### src/rtl/passthrough_rr_sched_pkg.sv
// Shared types and helpers for the round-robin scheduler that fronts a
// combinational passthrough datapath.
package passthrough_rr_sched_pkg;

  localparam int DATA_W_DEF = 8;

  // Output stage occupancy.
  typedef enum logic {
    IDLE = 1'b0,
    FULL = 1'b1
  } state_t;

  // Index width for n requesters; never narrower than one bit.
  function automatic int idx_w(input int n);
    return (n > 1) ? $clog2(n) : 1;
  endfunction

endpackage

### src/rtl/passthrough_rr_sched_rr_pick.sv
// Combinational round-robin picker: finds the first valid requester after
// last_grant, wrapping modulo NUM_REQ. Kept standalone for reuse.
module passthrough_rr_sched_rr_pick
  import passthrough_rr_sched_pkg::*;
#(
  parameter int NUM_REQ = 4,
  parameter int IDX_W   = idx_w(NUM_REQ)
) (
  input  logic [NUM_REQ-1:0] req_valid,
  input  logic [IDX_W-1:0]   last_grant,
  output logic [IDX_W-1:0]   pick,
  output logic               any
);

  // Scan last_grant+1, +2, ... and keep the first hit.
  always_comb begin : scan
    logic [IDX_W-1:0] idx;
    // NOTE: every output of a combinational block gets a default before any
    // conditional assignment, otherwise synthesis infers a latch.
    pick = '0;
    any  = 1'b0;
    idx  = '0;
    for (int k = 1; k <= NUM_REQ; k++) begin
      idx = IDX_W'((int'(last_grant) + k) % NUM_REQ);
      if (!any && req_valid[idx]) begin
        pick = idx;
        any  = 1'b1;
      end
    end
  end

endmodule

### src/rtl/passthrough_rr_sched.sv
// Round-robin scheduler sharing one combinational passthrough datapath among
// NUM_REQ requesters, with a one-entry valid/ready output register tagged by
// source index and a wrapping count of accepted transfers.
module passthrough_rr_sched
  import passthrough_rr_sched_pkg::*;
#(
  parameter int NUM_REQ = 4,
  parameter int DATA_W  = DATA_W_DEF,
  parameter int CNT_W   = 16
) (
  input  logic                        CLK,
  input  logic                        RST_N,
  input  logic [NUM_REQ-1:0]          req_valid,
  input  logic [NUM_REQ*DATA_W-1:0]   req_data,
  output logic [NUM_REQ-1:0]          req_ready,
  output logic [DATA_W-1:0]           dp_in,
  input  logic [DATA_W-1:0]           dp_out,
  output logic                        out_valid,
  output logic [DATA_W-1:0]           out_data,
  output logic [idx_w(NUM_REQ)-1:0]   out_src,
  input  logic                        out_ready,
  output logic [CNT_W-1:0]            xfer_cnt
);

  localparam int IDX_W = idx_w(NUM_REQ);

  state_t           state_q;
  state_t           state_d;
  logic [IDX_W-1:0] last_grant;
  logic [IDX_W-1:0] pick;
  logic             any;
  logic             can_accept;
  logic             grant_vld;

  passthrough_rr_sched_rr_pick #(
    .NUM_REQ (NUM_REQ),
    .IDX_W   (IDX_W)
  ) u_rr_pick (
    .req_valid  (req_valid),
    .last_grant (last_grant),
    .pick       (pick),
    .any        (any)
  );

  // Grant only when the output slot is free or draining, and never in reset.
  assign out_valid  = (state_q == FULL);
  assign can_accept = !out_valid || out_ready;
  assign grant_vld  = RST_N && can_accept && any;

  // One-hot accept and datapath input mux; dp_in is zero when nothing is granted.
  always_comb begin
    req_ready = '0;
    dp_in     = '0;
    for (int i = 0; i < NUM_REQ; i++) begin
      if (grant_vld && (pick == IDX_W'(i))) begin
        req_ready[i] = 1'b1;
        dp_in        = req_data[i*DATA_W +: DATA_W];
      end
    end
  end

  // State register for the output stage.
  always_ff @(posedge CLK or negedge RST_N) begin
    // NOTE: sequential state uses non-blocking assignments so every flop
    // samples pre-edge values regardless of statement order.
    if (!RST_N) state_q <= IDLE;
    else        state_q <= state_d;
  end

  // Next state: fill on a grant, empty when popped with nothing new accepted.
  always_comb begin
    state_d = state_q;
    case (state_q)
      IDLE:    if (grant_vld) state_d = FULL;
      FULL:    if (out_ready && !grant_vld) state_d = IDLE;
      default: state_d = IDLE;
    endcase
  end

  // Capture datapath result, source tag, priority pointer and count on each grant.
  always_ff @(posedge CLK or negedge RST_N) begin
    if (!RST_N) begin
      out_data   <= '0;
      out_src    <= '0;
      last_grant <= IDX_W'(NUM_REQ - 1);
      xfer_cnt   <= '0;
    end else if (grant_vld) begin
      out_data   <= dp_out;
      out_src    <= pick;
      last_grant <= pick;
      xfer_cnt   <= xfer_cnt + CNT_W'(1);
    end
  end

endmodule

### config.mk
export PLATFORM = sky130hd
export DESIGN_NAME = passthrough_rr_sched
export DESIGN_NICKNAME = d
export VERILOG_FILES = /design/src/rtl/passthrough_rr_sched_pkg.sv /design/src/rtl/passthrough_rr_sched_rr_pick.sv /design/src/rtl/passthrough_rr_sched.sv
export SDC_FILE = /design/constraint.sdc
export NUM_CORES = 1
export LEC_CHECK = 0
export BUFFER_PORTS_ARGS = -buffer_cell sky130_fd_sc_hd__buf_4
export CAP_MARGIN = 20
export CORE_MARGIN = 2
export CORE_UTILIZATION = 45
export CTS_CLUSTER_SIZE = 16
export DETAILED_ROUTE_END_ITERATION = 10
export PLACE_DENSITY = 0.83
export SETUP_SLACK_MARGIN = 0.15
export SLEW_MARGIN = 20
export SYNTH_ARGS = -nofsm -noshare
export SYNTH_HDL_FRONTEND = slang
export SYNTH_SLANG_ARGS = --single-unit
### constraint.sdc
create_clock -name CLK -period 4.2 [get_ports CLK]
set_clock_uncertainty 0.1 [all_clocks]
set_input_delay 0.63 -clock CLK [delete_from_list [all_inputs] [get_ports CLK]]
set_output_delay 0.63 -clock CLK [all_outputs]
set_load 0.02 [all_outputs]
==> results.ini <==
[place]
dpl-instance-area_sq_um = 2230
placement.setup.worst_slack_ps = 1000
buffer_ports.inserted = 85
gp_congestion = 0.785
dpl.hpwl_microns = 2850
numPlacedInstances = 284

[logic_synthesis]
ys_warn_count = 0
synth_enable_flop_cells = 0
syn_inst = 159
async_flop_share = 1.00
synth.top_cell.area_share = 0.432
syn_area_per_cell_sq_um = 9.84
area_of_the_mapped_netlist_sq_um = 1570
synth_seq_cells = 29
dominant_cell_type_by_area_after_synthesis = sky130_fd_sc_hd__dfrtp_1
synth.distinct_cells = 34
yosysSeqAreaShare = 0.465
yosys-top-cells-area = sky130_fd_sc_hd__dfrtp_1, sky130_fd_sc_hd__mux2i_1, sky130_fd_sc_hd__nand2_1, sky130_fd_sc_hd__xnor2_1, sky130_fd_sc_hd__o22ai_1
synth_top_flop_cell = sky130_fd_sc_hd__dfrtp_1
synth_top_cells_by_count = sky130_fd_sc_hd__nand2_1, sky130_fd_sc_hd__dfrtp_1, sky130_fd_sc_hd__mux2i_1
postSynthNetCount = 207
post-synth-top-count-cell = sky130_fd_sc_hd__nand2_1

[timing]
timing.final.max_slew_violations = 0
hold_ws_ps = 125
finalSetupViolations = 0
final.min_clock_period_ps = 3160
max_slew_margin = 0.549
timing.final.hold_violations = 0
final.setup.tns_ps = 0
timing_worst_slew_pin_value_ps = 675
setup_repair_after_global_routing_missed_its_margin = false
final_worst_path_setup_slack_ps = 1040
fmax_mhz = 316
final.period_utilization = 0.753

[power]
static-leakage-power_nw = 1.20
power.total_mw = 0.944
worst_ir_drop_on_vdd_mv = 0.218
power_density_nw_per_um2 = 413

[detailed_routing]
routed-via-count = 1439
routed_via_density = 4.95
detail-route-antenna-nets = 0
first_pass_iters = 4
wl_per_cell_microns = 12.5
route.final.wire_length_microns = 3640
number_of_design_rule_violations_left_by_the_first_detailed_router_iteration = 100
route.detailed.drc = 0

[job]
cap_violations = 0

[critical_path]
regToRegSetupSlack_ps = 2370
worstReg2RegEnd = xfer_cnt[3]$_DFFE_PN0P_
r2r_cells = 5
crit_start = RST_N
critPathArrivalTime_ps = 2430
setup.worst_path.start_class = input port
critPathKind = in2out
timing.critical_path.to_type = output port
crit_required_ps = 3470
critical_path_peak_fanout = 30
timing.critical_path.to = dp_in[6]
r2r-start = out_valid$_DFF_PN0_

[cts]
clock_tree.root_cell = sky130_fd_sc_hd__clkbuf_4
clkSlewWorstSetupHoldPaths_ps = 80
cts-resized-gates = 0
cts.sinks = 29
post_cts_hold_buffer_count = 0
tritoncts = yes
cts_htree_levels = 2
cts.repair_timing.setup_buffer_count = 0
clkLatencyLatePin_ps = 310
cts-buffers-inserted = 5
cts.path.max_buffers = 2

[floorplanning]
floorplan.die.height_microns = 63.0
start_util = 0.469
core_area_sq_um = 3340
boundaryPins = 86
chip_width_microns = 63.0
rows = 21
die_area_sq_um = 3970

[layout]
postLayoutCoreUtil = 0.685
drive_gt1_frac = 0.412
fin_area_sq_um = 2280
seq_area_sq_um = 728
fillers = 267
finish.cell_count_without_fillers = 291
finalNetCount = 293
diodes = 0
multiInputGateArea_sq_um = 776
layout-area-overhead-vs-synth_pct = 46.0

[global_route]
wire_length_of_the_first_global_routing_pass_microns = 6290
global_route.overflow_total = 0
vias_in_the_first_global_route = 1421
grt_max_degree = 31
antenna_found_initial = 0
gr-usage-all-layers = 0.198

[outcome]
run_status = completed

[worst_hold_path]
min-delay-path-class = in2async

power breakdown:
group,internal (mW),switching [mW],leakage (nW),total [mW]
combinational,0.185,0.202,0.808,0.387
clock,0.0789,0.0852,0.0314,0.164
sequential,0.334,0.0589,0.362,0.393
cells in the final DEF, fill, tap and decap left out:
cell	n
sky130_fd_sc_hd__o211ai_1	1
sky130_fd_sc_hd__clkbuf_1	1
sky130_fd_sc_hd__nor2b_1	2
sky130_fd_sc_hd__or2b_1	1
sky130_fd_sc_hd__o21a_1	1
sky130_fd_sc_hd__mux2i_1	17
sky130_fd_sc_hd__a21boi_0	1
sky130_fd_sc_hd__dfrtp_1	27
sky130_fd_sc_hd__xor2_1	3
sky130_fd_sc_hd__xnor2_1	12
sky130_fd_sc_hd__dfstp_2	2
sky130_fd_sc_hd__nand3_1	5
sky130_fd_sc_hd__nand2_2	1
sky130_fd_sc_hd__nand2_1	35
sky130_fd_sc_hd__a21oi_2	1
sky130_fd_sc_hd__nand3_2	1
sky130_fd_sc_hd__clkbuf_4	5
sky130_fd_sc_hd__nor3_1	2
sky130_fd_sc_hd__and3_1	2
sky130_fd_sc_hd__a311o_2	1
sky130_fd_sc_hd__o21ai_0	2
sky130_fd_sc_hd__a21o_1	2
sky130_fd_sc_hd__nor4_4	1
sky130_fd_sc_hd__ha_1	1
sky130_fd_sc_hd__nand4_1	5
sky130_fd_sc_hd__buf_4	87
sky130_fd_sc_hd__nor2_1	6
sky130_fd_sc_hd__inv_1	4
sky130_fd_sc_hd__o41ai_2	1
sky130_fd_sc_hd__nand2b_1	3
sky130_fd_sc_hd__clkbuf_8	1
sky130_fd_sc_hd__o22ai_1	9
sky130_fd_sc_hd__and2_1	2
routing by layer:
metal	GRT usage	share of wire	vias up
met1	0.239	0.41	671
met3	0.0721	0.072	2
li1	-	-	718
met4	0.0444	0.0033	0
met5	0	0	-
met2	0.336	0.52	48
logic make-up (layout without fill, tap and decap cells):
family | after synthesis | after routing | synth area share
simple gates | 66 | 66 | 0.205
buf+inv | 12 | 98 | 0.0400
xor+xnor | 15 | 15 | 0.0839
fa+ha+maj | 1 | 1 | 0.00799
flops | 29 | 29 | 0.465
mux | 17 | 17 | 0.109
compound gates | 19 | 19 | 0.0887
registers in the layout, summed over array words and instances, names as in the netlist:
signal,count
out_valid,1
out_src,2
out_data,8
xfer_cnt,16
last_grant,2
worst max-delay path: stages:
cell,delay (ps)
sky130_fd_sc_hd__buf_4,320
sky130_fd_sc_hd__o41ai_2,160
sky130_fd_sc_hd__nor2b_1,560
sky130_fd_sc_hd__nand2b_1,350
sky130_fd_sc_hd__o22ai_1,240
sky130_fd_sc_hd__buf_4,170
how the worst min path moves through the flow:
stage	from	to	cells past startpoint
final	RST_N	out_valid$_DFF_PN0_	1
after global routing	RST_N	out_valid$_DFF_PN0_	1
after CTS	RST_N	xfer_cnt[6]$_DFFE_PN0P_	1
after detailed placement	xfer_cnt[15]$_DFFE_PN0P_	xfer_cnt[15]$_DFFE_PN0P_	1
after global placement	xfer_cnt[15]$_DFFE_PN0P_	xfer_cnt[15]$_DFFE_PN0P_	1
after floorplan	RST_N	out_data[0]$_DFFE_PN0P_	0
final cells by class:
type / count / area share
multi-input combinational: 118 / 0.340
tap: 46 / 0.0252
clock buffer: 7 / 0.0241
sequential: 29 / 0.319
timing repair buffer: 87 / 0.286
inverter: 4 / 0.00657
Power figures use the tool's default switching activity.
